File: src/rtl/barrett_pkg.sv
// Shared constants, the ID-width helper and the response record for the Barrett reduction arbiter.
package barrett_pkg;

    localparam int M0LEN_DEF   = 14;
    localparam int SHIFT_DEF   = 27;
    localparam int LATENCY_DEF = 4;
    localparam int NREQ_DEF    = 4;

    function automatic int idw(input int n);
        return (n > 1) ? $clog2(n) : 1;
    endfunction

    localparam int IDW_DEF = idw(NREQ_DEF);

    typedef struct packed {
        logic [IDW_DEF-1:0]   id;
        logic [M0LEN_DEF-1:0] quotient;
        logic [M0LEN_DEF-1:0] remainder;
    } rsp_t;

endpackage

File: src/rtl/barrett_rsp_fifo.sv
// Synchronous response FIFO with registered pointers and an occupancy count; head is read combinationally.
module barrett_rsp_fifo #(
    parameter int  WIDTH = 30,
    parameter int  DEPTH = 8,
    localparam int CW    = $clog2(DEPTH + 1),
    localparam int AW    = (DEPTH > 1) ? $clog2(DEPTH) : 1
) (
    input  logic             clk,
    input  logic             rst,
    input  logic             wr_en_i,
    input  logic [WIDTH-1:0] wr_data_i,
    input  logic             rd_en_i,
    output logic [WIDTH-1:0] rd_data_o,
    output logic             empty_o,
    output logic             full_o,
    output logic [CW-1:0]    count_o
);
    logic [WIDTH-1:0] mem_q [DEPTH];
    logic [AW-1:0]    wr_ptr_q, rd_ptr_q;
    logic [CW-1:0]    count_q;
    logic             wr_go, rd_go;

    function automatic logic [AW-1:0] next_ptr(input logic [AW-1:0] p);
        return (p == AW'(DEPTH - 1)) ? '0 : p + 1'b1;
    endfunction

    assign rd_go = rd_en_i & ~empty_o;
    assign wr_go = wr_en_i & (~full_o | rd_go);

    always_ff @(posedge clk) begin
        if (rst) begin
            wr_ptr_q <= '0;
            rd_ptr_q <= '0;
            count_q  <= '0;
        end else begin
            if (wr_go) wr_ptr_q <= next_ptr(wr_ptr_q);
            if (rd_go) rd_ptr_q <= next_ptr(rd_ptr_q);
            case ({wr_go, rd_go})
                2'b10:   count_q <= count_q + 1'b1;
                2'b01:   count_q <= count_q - 1'b1;
                default: count_q <= count_q;
            endcase
        end
    end

    // Storage is not reset so it can map onto RAM primitives.
    always_ff @(posedge clk) begin
        if (wr_go) mem_q[wr_ptr_q] <= wr_data_i;
    end

    assign rd_data_o = mem_q[rd_ptr_q];
    assign empty_o   = (count_q == '0);
    assign full_o    = (count_q == CW'(DEPTH));
    assign count_o   = count_q;

endmodule

File: src/rtl/barrett_arbiter.sv
// Round-robin scheduler sharing one fixed-latency Barrett reduction pipe among NREQ requesters.
// Define BARRETT_ARB_FIXED_PRIO_EN to use fixed lowest-index-wins priority instead.
module barrett_arbiter
    import barrett_pkg::*;
#(
    parameter int  NREQ       = 4,
    parameter int  M0LEN      = M0LEN_DEF,
    parameter int  SHIFT      = SHIFT_DEF,
    parameter int  LATENCY    = LATENCY_DEF,
    parameter int  FIFO_DEPTH = 8,
    localparam int IDW        = idw(NREQ)
) (
    input  logic                    clk,
    input  logic                    rst,
    input  logic [NREQ-1:0]         req_valid,
    output logic [NREQ-1:0]         req_ready,
    input  logic [NREQ*2*M0LEN-1:0] req_dividend,
    input  logic [NREQ*M0LEN-1:0]   req_m0,
    input  logic [NREQ*SHIFT-1:0]   req_m0_inverse,
    output logic [2*M0LEN-1:0]      bar_dividend,
    output logic [M0LEN-1:0]        bar_m0,
    output logic [SHIFT-1:0]        bar_m0_inverse,
    input  logic [M0LEN-1:0]        bar_quotient,
    input  logic [M0LEN-1:0]        bar_remainder,
    output logic                    rsp_valid,
    input  logic                    rsp_ready,
    output logic [IDW-1:0]          rsp_id,
    output logic [M0LEN-1:0]        rsp_quotient,
    output logic [M0LEN-1:0]        rsp_remainder,
    output logic                    busy
);
    localparam int DW  = 2 * M0LEN;
    localparam int RW  = IDW + 2 * M0LEN;
    localparam int CRW = $clog2(FIFO_DEPTH + 1);

    logic               grant_vld;
    logic [IDW-1:0]     grant_id;
    logic               credit_ok, issue, pop;
    logic [CRW-1:0]     reserved_q, reserved_d;
    logic [LATENCY-1:0] tag_vld_q;
    logic [IDW-1:0]     tag_id_q [LATENCY];
    logic               fifo_empty, fifo_full;
    logic [CRW-1:0]     fifo_count;
    logic [RW-1:0]      fifo_rd_data;

`ifdef BARRETT_ARB_FIXED_PRIO_EN
    always_comb begin
        grant_vld = 1'b0;
        grant_id  = '0;
        for (int k = NREQ - 1; k >= 0; k--) begin
            if (req_valid[k]) begin
                grant_vld = 1'b1;
                grant_id  = IDW'(k);
            end
        end
    end
`else
    logic [IDW-1:0] rr_ptr_q, rr_ptr_d;

    function automatic logic [IDW-1:0] rr_idx(input logic [IDW-1:0] base, input int k);
        int s;
        s = int'(base) + k;
        if (s >= NREQ) s = s - NREQ;
        return IDW'(s);
    endfunction

    // Scan starts one past the last winner so every requester is reached within NREQ grants.
    always_comb begin
        grant_vld = 1'b0;
        grant_id  = '0;
        for (int k = 1; k <= NREQ; k++) begin
            if (!grant_vld && req_valid[rr_idx(rr_ptr_q, k)]) begin
                grant_vld = 1'b1;
                grant_id  = rr_idx(rr_ptr_q, k);
            end
        end
    end

    always_comb begin
        rr_ptr_d = issue ? grant_id : rr_ptr_q;
    end

    always_ff @(posedge clk) begin
        if (rst) rr_ptr_q <= IDW'(NREQ - 1);
        else     rr_ptr_q <= rr_ptr_d;
    end
`endif

    assign credit_ok = (reserved_q < CRW'(FIFO_DEPTH));
    assign issue     = grant_vld & credit_ok & ~rst;
    assign pop       = rsp_valid & rsp_ready;
    assign busy      = (reserved_q != '0);

    for (genvar gi = 0; gi < NREQ; gi++) begin : g_ready
        assign req_ready[gi] = issue & (grant_id == IDW'(gi));
    end

    assign bar_dividend   = req_dividend[int'(grant_id) * DW +: DW];
    assign bar_m0         = req_m0[int'(grant_id) * M0LEN +: M0LEN];
    assign bar_m0_inverse = req_m0_inverse[int'(grant_id) * SHIFT +: SHIFT];

    // Reserving a FIFO slot at issue guarantees every in-flight result has a home on return.
    always_comb begin
        reserved_d = reserved_q;
        if (issue && !pop)      reserved_d = reserved_q + 1'b1;
        else if (!issue && pop) reserved_d = reserved_q - 1'b1;
    end

    always_ff @(posedge clk) begin
        if (rst) begin
            reserved_q <= '0;
            tag_vld_q  <= '0;
        end else begin
            reserved_q   <= reserved_d;
            tag_vld_q[0] <= issue;
            for (int s = LATENCY - 1; s > 0; s--) tag_vld_q[s] <= tag_vld_q[s-1];
        end
    end

    always_ff @(posedge clk) begin
        tag_id_q[0] <= grant_id;
        for (int s = LATENCY - 1; s > 0; s--) tag_id_q[s] <= tag_id_q[s-1];
    end

    barrett_rsp_fifo #(
        .WIDTH (RW),
        .DEPTH (FIFO_DEPTH)
    ) u_rsp_fifo (
        .clk       (clk),
        .rst       (rst),
        .wr_en_i   (tag_vld_q[LATENCY-1]),
        .wr_data_i ({tag_id_q[LATENCY-1], bar_quotient, bar_remainder}),
        .rd_en_i   (pop),
        .rd_data_o (fifo_rd_data),
        .empty_o   (fifo_empty),
        .full_o    (fifo_full),
        .count_o   (fifo_count)
    );

    assign rsp_valid = ~fifo_empty;
    assign {rsp_id, rsp_quotient, rsp_remainder} = fifo_rd_data;

    always_ff @(posedge clk) begin
        if (!rst) begin
            assert (!(tag_vld_q[LATENCY-1] && fifo_full && !pop))
                else $error("barrett_arbiter: response FIFO written while full");
            assert (fifo_count <= reserved_q)
                else $error("barrett_arbiter: FIFO occupancy exceeds reserved count");
        end
    end

endmodule

File: config.mk
export PLATFORM = sky130hd
export DESIGN_NAME = barrett_arbiter
export DESIGN_NICKNAME = d
export VERILOG_FILES = /design/src/rtl/barrett_pkg.sv /design/src/rtl/barrett_rsp_fifo.sv /design/src/rtl/barrett_arbiter.sv
export SDC_FILE = /design/constraint.sdc
export NUM_CORES = 1
export LEC_CHECK = 0
export ABC_CLOCK_PERIOD_IN_PS = 6200
export CAP_MARGIN = 20
export CORE_AREA = 2 2 162 164
export DETAILED_ROUTE_END_ITERATION = 7
export DIE_AREA = 0 0 164 166
export DONT_BUFFER_PORTS = 1
export MAX_ROUTING_LAYER = met4
export PLACE_DENSITY = 0.65
export SLEW_MARGIN = 25
export SYNTH_ARGS = -nofsm -noshare
export SYNTH_HDL_FRONTEND = slang
export SYNTH_SLANG_ARGS = --single-unit
File: constraint.sdc
create_clock -name clk -period 6.2 [get_ports clk]
set_clock_uncertainty 0.2 [all_clocks]
set_input_delay 0.31 -clock clk [delete_from_list [all_inputs] [get_ports clk]]
set_output_delay 0.31 -clock clk [all_outputs]
set_load 0.05 [all_outputs]
# --- Word level (Yosys, flattened, before mapping) ---
# Memory sizes are Yosys's and may differ from the RTL's. A register that Yosys moved wholly into a read port is not among the register bits.
# Cells that the tools add are included.
totals:
  elab_cells: 102
  inputBits: 311
  ram_bits: 248
  output_inout_bits: 105
  reg_bits: 20
  memories: 2
mem_list:
  columns: ["memory", "words", "word_bits", "rd", "rd_ports_with_merged_regs", "write_ports", "line_no", "source"]
  rows:
  - ["u_rsp_fifo.mem_q", 8, 30, 1, 1, 1, "barrett_rsp_fifo.sv:18", "logic [WIDTH-1:0] mem_q [DEPTH];"]
  - ["tag_id_q", 4, 2, 4, 0, 4, "barrett_arbiter.sv:41", "logic [IDW-1:0] tag_id_q [LATENCY];"]
op_classes:
  add_sub_neg: 14
  n_eq_ne: 8
  order_cmp: 9
  mul: 3
  n_reduce_logical: 15
  bitwise: 13
  shift: 3
  mux: 29
ops:
  columns: ["op", "count"]
  rows:
  - ["112-bit by 8-bit variable part select with 28-bit output", 1]
  - ["108-bit by 8-bit variable part select with 27-bit output", 1]
  - ["56-bit by 7-bit variable part select with 14-bit output", 1]
  - ["2-bit 2-to-1 mux", 8]
  - ["2-bit by 3-bit less-than comparator with 1-bit output (second input constant)", 4]
  - ["3-bit 2-to-1 mux", 4]
  - ["2-bit by 3-bit multiplier with 5-bit output (second input constant)", 2]
  - ["1-bit 2-to-1 mux", 10]
  - ["1-bit bitwise AND", 9]
  - ["3-bit greater-or-equal comparator (second input constant)", 3]
  - ["4-bit by 1-bit adder with 4-bit output (second input constant)", 2]
  - ["1-bit binary-select mux with 2-bit select", 4]
  - ["4-bit 2-to-1 mux", 2]
  - ["4-bit case mux with 2 select lines", 1]
  - ["2-bit by 1-bit subtractor with 2-bit output (second input constant)", 4]
  - ["4-bit by 1-bit subtractor with 4-bit output (second input constant)", 2]
  - ["2-bit by 5-bit multiplier with 7-bit output (second input constant)", 1]
  - ["2-bit by 2-bit adder with 3-bit output (second input constant)", 2]
  - ["3-bit by 1-bit adder with 3-bit output (second input constant)", 2]
  - ["2-bit == test (second input constant)", 3]
  - ["3-bit == test (second input constant)", 2]
  - ["1-bit logical AND", 5]
  - ["1-bit logical NOT", 5]
  - ["2-bit by 3-bit adder with 4-bit output (second input constant)", 1]
  - ["11 further kinds", 15]

# --- Depth between registers and ports, before layout ---
logic_depth:
  depth_word: 21
  ltp_mapped: 11
  ltp_nobuf: 11

# --- Cells and area by module ---
# From an unflattened synthesis, not the netlist that was laid out.
unflattened:
  hier_cells: 734
  hier_area_um2: 12847.3
modules_own_cells:
  columns: ["module", "n_inst", "seq_area_each_um2", "cells_each", "area_each_um2"]
  rows:
  - ["barrett_rsp_fifo", 1, 7467.2, 433, 9781.9]
  - ["barrett_arbiter", 1, 360.3, 301, 3065.4]

# --- Worst setup path after synthesis ---
# No wires, ideal clock.
synth_timing:
  kind: "reg-to-reg"
  startpoint: "register u_rsp_fifo.count_q[0], in the netlist u_rsp_fifo.count_o[0]"
  endpoint: "memory u_rsp_fifo.mem_q[0][0] (enable)"
  t_arrival_ps: 3679
  slack_ps: 1829
  stages_incl_launch_ff: 5
  setup_ps: 492
  synth_period_minus_slack_ps: 4371
  required_ps: 5508
  n_path_buf: 1
  cell_sequence: "dfxtp_1 or3_1 buf_6 o21ai_2 nor4_1"
synth_via:
  elab_chain_len: 8
  word_cells_on_any_way: 10
  classes_between: "eq/ne: 1; mux: 2; bitwise: 6; reduce/logical: 1"
synth_lines:
  columns: ["item", "line_no", "source"]
  rows:
  - ["from (decl)", "barrett_rsp_fifo.sv:20", "logic [CW-1:0] count_q;"]
  - ["from (signal assigned)", "barrett_rsp_fifo.sv:39", "2'b10: count_q <= count_q + 1'b1;"]
  - ["from (signal assigned)", "barrett_rsp_fifo.sv:40", "2'b01: count_q <= count_q - 1'b1;"]
  - ["from (signal assigned)", "barrett_rsp_fifo.sv:41", "default: count_q <= count_q;"]
  - ["4-bit logical NOT", "barrett_rsp_fifo.sv:52", "assign empty_o = (count_q == '0);"]
  - ["1-bit inverter", "barrett_rsp_fifo.sv:27, barrett_arbiter.sv:140", null]
  - ["1-bit bitwise AND", "barrett_arbiter.sv:91", "assign pop = rsp_valid & rsp_ready;"]
  - ["1-bit bitwise AND", "barrett_rsp_fifo.sv:27", "assign rd_go = rd_en_i & ~empty_o;"]
  - ["1-bit OR (*)", "barrett_rsp_fifo.sv:28", "assign wr_go = wr_en_i & (~full_o | rd_go);"]
  - ["1-bit bitwise AND (*)", "barrett_rsp_fifo.sv:28", null]
  - ["1-bit 2-to-1 mux (*)", "barrett_rsp_fifo.sv:48", "if (wr_go) mem_q[wr_ptr_q] <= wr_data_i;"]
  - ["1-bit 2-to-1 mux (not written as such) (*)", "barrett_rsp_fifo.sv:48", null]
  - ["to (decl)", "barrett_rsp_fifo.sv:18", null]
# Mark *: on every way between the ends. The rest lies on a longest branch, timed or not.

# --- Worst setup path in the final report ---
layout_timing:
  startpoint: "input req_valid[0]"
  endpoint: "output bar_m0_inverse[10]"
layout_via:
  elab_chain_len: 14
  word_cells_on_any_way: 23
  classes_between: "mul: 1; shift: 1; mux: 15; reduce/logical: 6"
layout_lines:
  columns: ["item", "line_no", "source"]
  rows:
  - ["from (decl)", "barrett_arbiter.sv:15", "input logic [NREQ-1:0] req_valid,"]
  - ["1-bit binary-select mux with 2-bit select", "barrett_arbiter.sv:72", "if (!grant_vld && req_valid[rr_idx(rr_ptr_q, k)]) begin"]
  - ["1-bit 2-to-1 mux (not written as such)", "barrett_arbiter.sv:72", null]
  - ["1-bit 2-to-1 mux", "barrett_arbiter.sv:72", null]
  - ["1-bit logical NOT", "barrett_arbiter.sv:72", null]
  - ["1-bit logical AND", "barrett_arbiter.sv:72", null]
  - ["1-bit 2-to-1 mux", "barrett_arbiter.sv:72", null]
  - ["1-bit logical NOT", "barrett_arbiter.sv:72", null]
  - ["1-bit logical AND", "barrett_arbiter.sv:72", null]
  - ["1-bit 2-to-1 mux", "barrett_arbiter.sv:72", null]
  - ["1-bit logical NOT", "barrett_arbiter.sv:72", null]
  - ["1-bit logical AND", "barrett_arbiter.sv:72", null]
  - ["2-bit 2-to-1 mux (*)", "barrett_arbiter.sv:72", null]
  - ["2-bit by 5-bit multiplier with 7-bit output (*)", "barrett_arbiter.sv:100", "assign bar_m0_inverse = req_m0_inverse[int'(grant_id) * SHIFT +: SHIFT];"]
  - ["108-bit by 8-bit variable part select with 27-bit output (*)", "barrett_arbiter.sv:100", null]
  - ["to (decl)", "barrett_arbiter.sv:22", "output logic [SHIFT-1:0] bar_m0_inverse,"]
# Mark *: on every way between the ends. The rest lies on a longest branch, timed or not. The select of a mux whose other input is x is not followed.

==> results.json <==
{
  "status": "complete, no violations",
  "syn_inst": 723,
  "yosysSeqAreaShare_pct": 62.1,
  "start_util_pct": 49.2,
  "grt_pass1_wl_um": 50600,
  "drv_cap": 0,
  "synthArstFlopShare_pct": 0,
  "clock-sinks": 271,
  "synth_cell_type_count": 37,
  "synth.most_common_cell": "edfxtp_1",
  "drc": 0,
  "period_share_pct": 65.8,
  "vias": 7101,
  "synth-edff-count": 240,
  "firstDrtPassIters": 5,
  "drtIter0Drc": 774,
  "clock_latency_ns": 0.51,
  "fin_area_mm2": 0.0146,
  "yosys_warnings": 0,
  "hpwl_um": 27000,
  "worstMarginPinSlew_ns": 1.07,
  "drive_gt1_share_pct": 28.3,
  "worst_slack_ns": 2.12,
  "worst_path_largest_cell_delay_ns": 0.77,
  "dpl_cell_area_mm2": 0.0134,
  "synthesis.nets": 1045,
  "max_freq_mhz": 245,
  "whs_path_depth": 4,
  "relSlewSlack_pct": 26.4,
  "place.gp.congestion": 0.973,
  "crit_arrival_ns": 3.57,
  "ant_nets": 0,
  "hold_class": "in -> reg",
  "netlist_top_cells_area": "edfxtp_1 (57%), mux2i_1 (17%), mux4_2 (11%)",
  "synth_ff_type": "edfxtp_1",
  "ys_ff_latch": 271,
  "holdCritStartpoint": "rsp_ready",
  "worstPathMaxFanout": 124,
  "layout.nets": 1114,
  "vdd_drop_max_mv": 0.214,
  "area_growth_pct": 16.0,
  "antenna_found_initial": 7,
  "grt_max_degree": 125,
  "std_cell_rows": 59,
  "clockRootBuffer": "clkbuf_16",
  "wire_per_inst_um": 31.4,
  "cts_buffer_depth": 3,
  "finalCriticalPeriod_ns": 4.08,
  "path_class": "in -> out",
  "final_core_utilization_pct": 57.1,
  "core-area_mm2": 0.0256,
  "cp-end-kind": "output port",
  "fillers": 1929,
  "setup_viol": 0,
  "synth.top_cell.area_share_pct": 57.1,
  "htreeDepth": 1,
  "grt_pass1_vias": 7253,
  "cp-start-kind": "primary input",
  "crit_chain": "dlygate4sd3_1 > o311ai_4 > buf_12 > mux2i_1 > mux2i_2",
  "cts_tree": "done",
  "required_ns": 5.69,
  "tns_ns": 0,
  "dp_slack_ns": 2.47,
  "path_clk_slew_ns": 0.06,
  "worst_path_max_delay_cell": "mux2i_2",
  "dieWidth_um": 164,
  "syn-mean-instance-area_um2": 17.4,
  "powerDensity_mw_per_mm2": 413,
  "synth_area_mm2": 0.0126,
  "routed_wl_um": 36300,
  "r2r_start": "u_rsp_fifo.count_o[0]$_SDFFE_PP0P_",
  "grt_util_all_layers_pct": 27.0,
  "crit_start": "req_valid[0]",
  "final-hold-violation-count": 0,
  "yosysTopAreaCell": "edfxtp_1",
  "ff2ff_path_depth": 6,
  "viasPerCell": 6.16,
  "slew_violations": 0,
  "die_area_mm2": 0.0272,
  "die_y_um": 166,
  "numCtsBuffers": 27,
  "io_pins": 416,
  "p_leak_nw": 5.09,
  "overflow": 0,
  "yosys-top-cells-count": "edfxtp_1 (240), mux2i_1 (213), mux4_2 (60)",
  "rsz0062_at_grt": "no",
  "post_cts_resized": 0,
  "port_buffers": 0
}
[cells by family after synthesis]
group	count (synthesis)	share of synthesized area, %
multiplexers	303	30.3
flip-flops	271	62.1
AND/OR/NAND/NOR	59	2.24
buffers and inverters	49	2.23
AO/OA/AOI/OAI	23	1.49
adder cells (fa/ha/maj)	11	1.21
XOR/XNOR	7	0.486
[final cells by class]
cell class              instances  area (um^2)  share of cell area [%]
flip-flops and latches        271         7830                    53.5
multi-input cells             403         4750                    32.4
repair buffers                 84          751                    5.13
clock buffers                  33          698                    4.77
well taps                     335          419                    2.86
clock inverters                14          145                   0.992
diodes                          8         20.0                   0.137
inverters                       5         18.8                   0.128
[power by group]
| group | internal [mW] | switching (mW) | total, mW |
|---|---|---|---|
| clock network | 0.920 | 0.632 | 1.55 |
| registers | 2.06 | 0.0950 | 2.15 |
| logic | 0.803 | 1.54 | 2.34 |
| total | 3.78 | 2.26 | 6.05 |
[cell usage in the layout, fill, tap and decap left out, types with 3 or more instances in the layout]
| cell type | netlist | final |
|---|---|---|
| a21o_1 | 3 | 3 |
| a21oi_1 | 9 | 8 |
| buf_4 | 6 | 45 |
| bufinv_16 | 0 | 3 |
| clkbuf_1 | 13 | 6 |
| clkbuf_16 | 0 | 27 |
| clkinv_1 | 0 | 5 |
| clkinv_2 | 0 | 4 |
| dfxtp_1 | 31 | 28 |
| diode_2 | 0 | 8 |
| dlygate4sd3_1 | 0 | 35 |
| edfxtp_1 | 240 | 240 |
| ha_1 | 9 | 9 |
| inv_1 | 5 | 5 |
| mux2_2 | 30 | 30 |
| mux2i_1 | 213 | 178 |
| mux2i_2 | 0 | 32 |
| mux2i_4 | 0 | 3 |
| mux4_2 | 60 | 60 |
| nand2_1 | 7 | 7 |
| nand2b_1 | 7 | 7 |
| nor2_1 | 25 | 22 |
| nor2_4 | 0 | 3 |
| nor2b_1 | 7 | 7 |
| nor3_2 | 0 | 3 |
| xnor2_1 | 5 | 5 |
[critical path: cells and delay by family]
| kind | cells | cell delay (ns) |
|---|---|---|
| muxes | 2 | 1.21 |
| AOI/OAI and AO/OA | 1 | 0.59 |
| buffers and inverters | 2 | 1.13 |
[stage by stage]
stage / hold slack [ns] / cells / power, mW
2_1_floorplan: 0.110 / 723 / 4.05
3_3_place_gp: 0.115 / 1062 / 4.38
3_5_place_dp: 0.112 / 1062 / 4.48
4_1_cts: 0.0620 / 1142 / 6.06
5_1_grt: 0.0923 / 1152 / 6.27
6_report: 0.0830 / 1153 / 6.05
[sequential cells by signal, summed over array words and instances, names as in the netlist, named ones only]
name	flops
rr_ptr_q	2
u_rsp_fifo.count_o	4
reserved_q	4
u_rsp_fifo.rd_ptr_q	3
u_rsp_fifo.mem_q	240
tag_vld_q	4
tag_id_q	8
u_rsp_fifo.wr_ptr_q	3
[final timing paths]
| kind | to | slack (ns) |
|---|---|---|
| max | bar_m0_inverse[10] | 2.12 |
| min | u_rsp_fifo.count_o[1]$_SDFFE_PP0P_ | 0.08 |
| max reg2reg | u_rsp_fifo.mem_q[3][27]$_DFFE_PP_ | 3.35 |
| min reg2reg | tag_id_q[0][3]$_DFF_P_ | 0.13 |
[layer usage]
metal	vias up	GRT usage (%)	wire length (um)
met1	3651	34.5	14100
met3	45	8.07	3430
met4	0	6.06	790
met2	366	43.0	17900
li1	3039	-	-
met5	-	-	0
[repair_timing]
action	CTS	global route
setup buffers	0	0
endpoints found under the hold margin	247	1
hold buffers	33	2
Note: power is estimated with default switching activity, not from simulation.
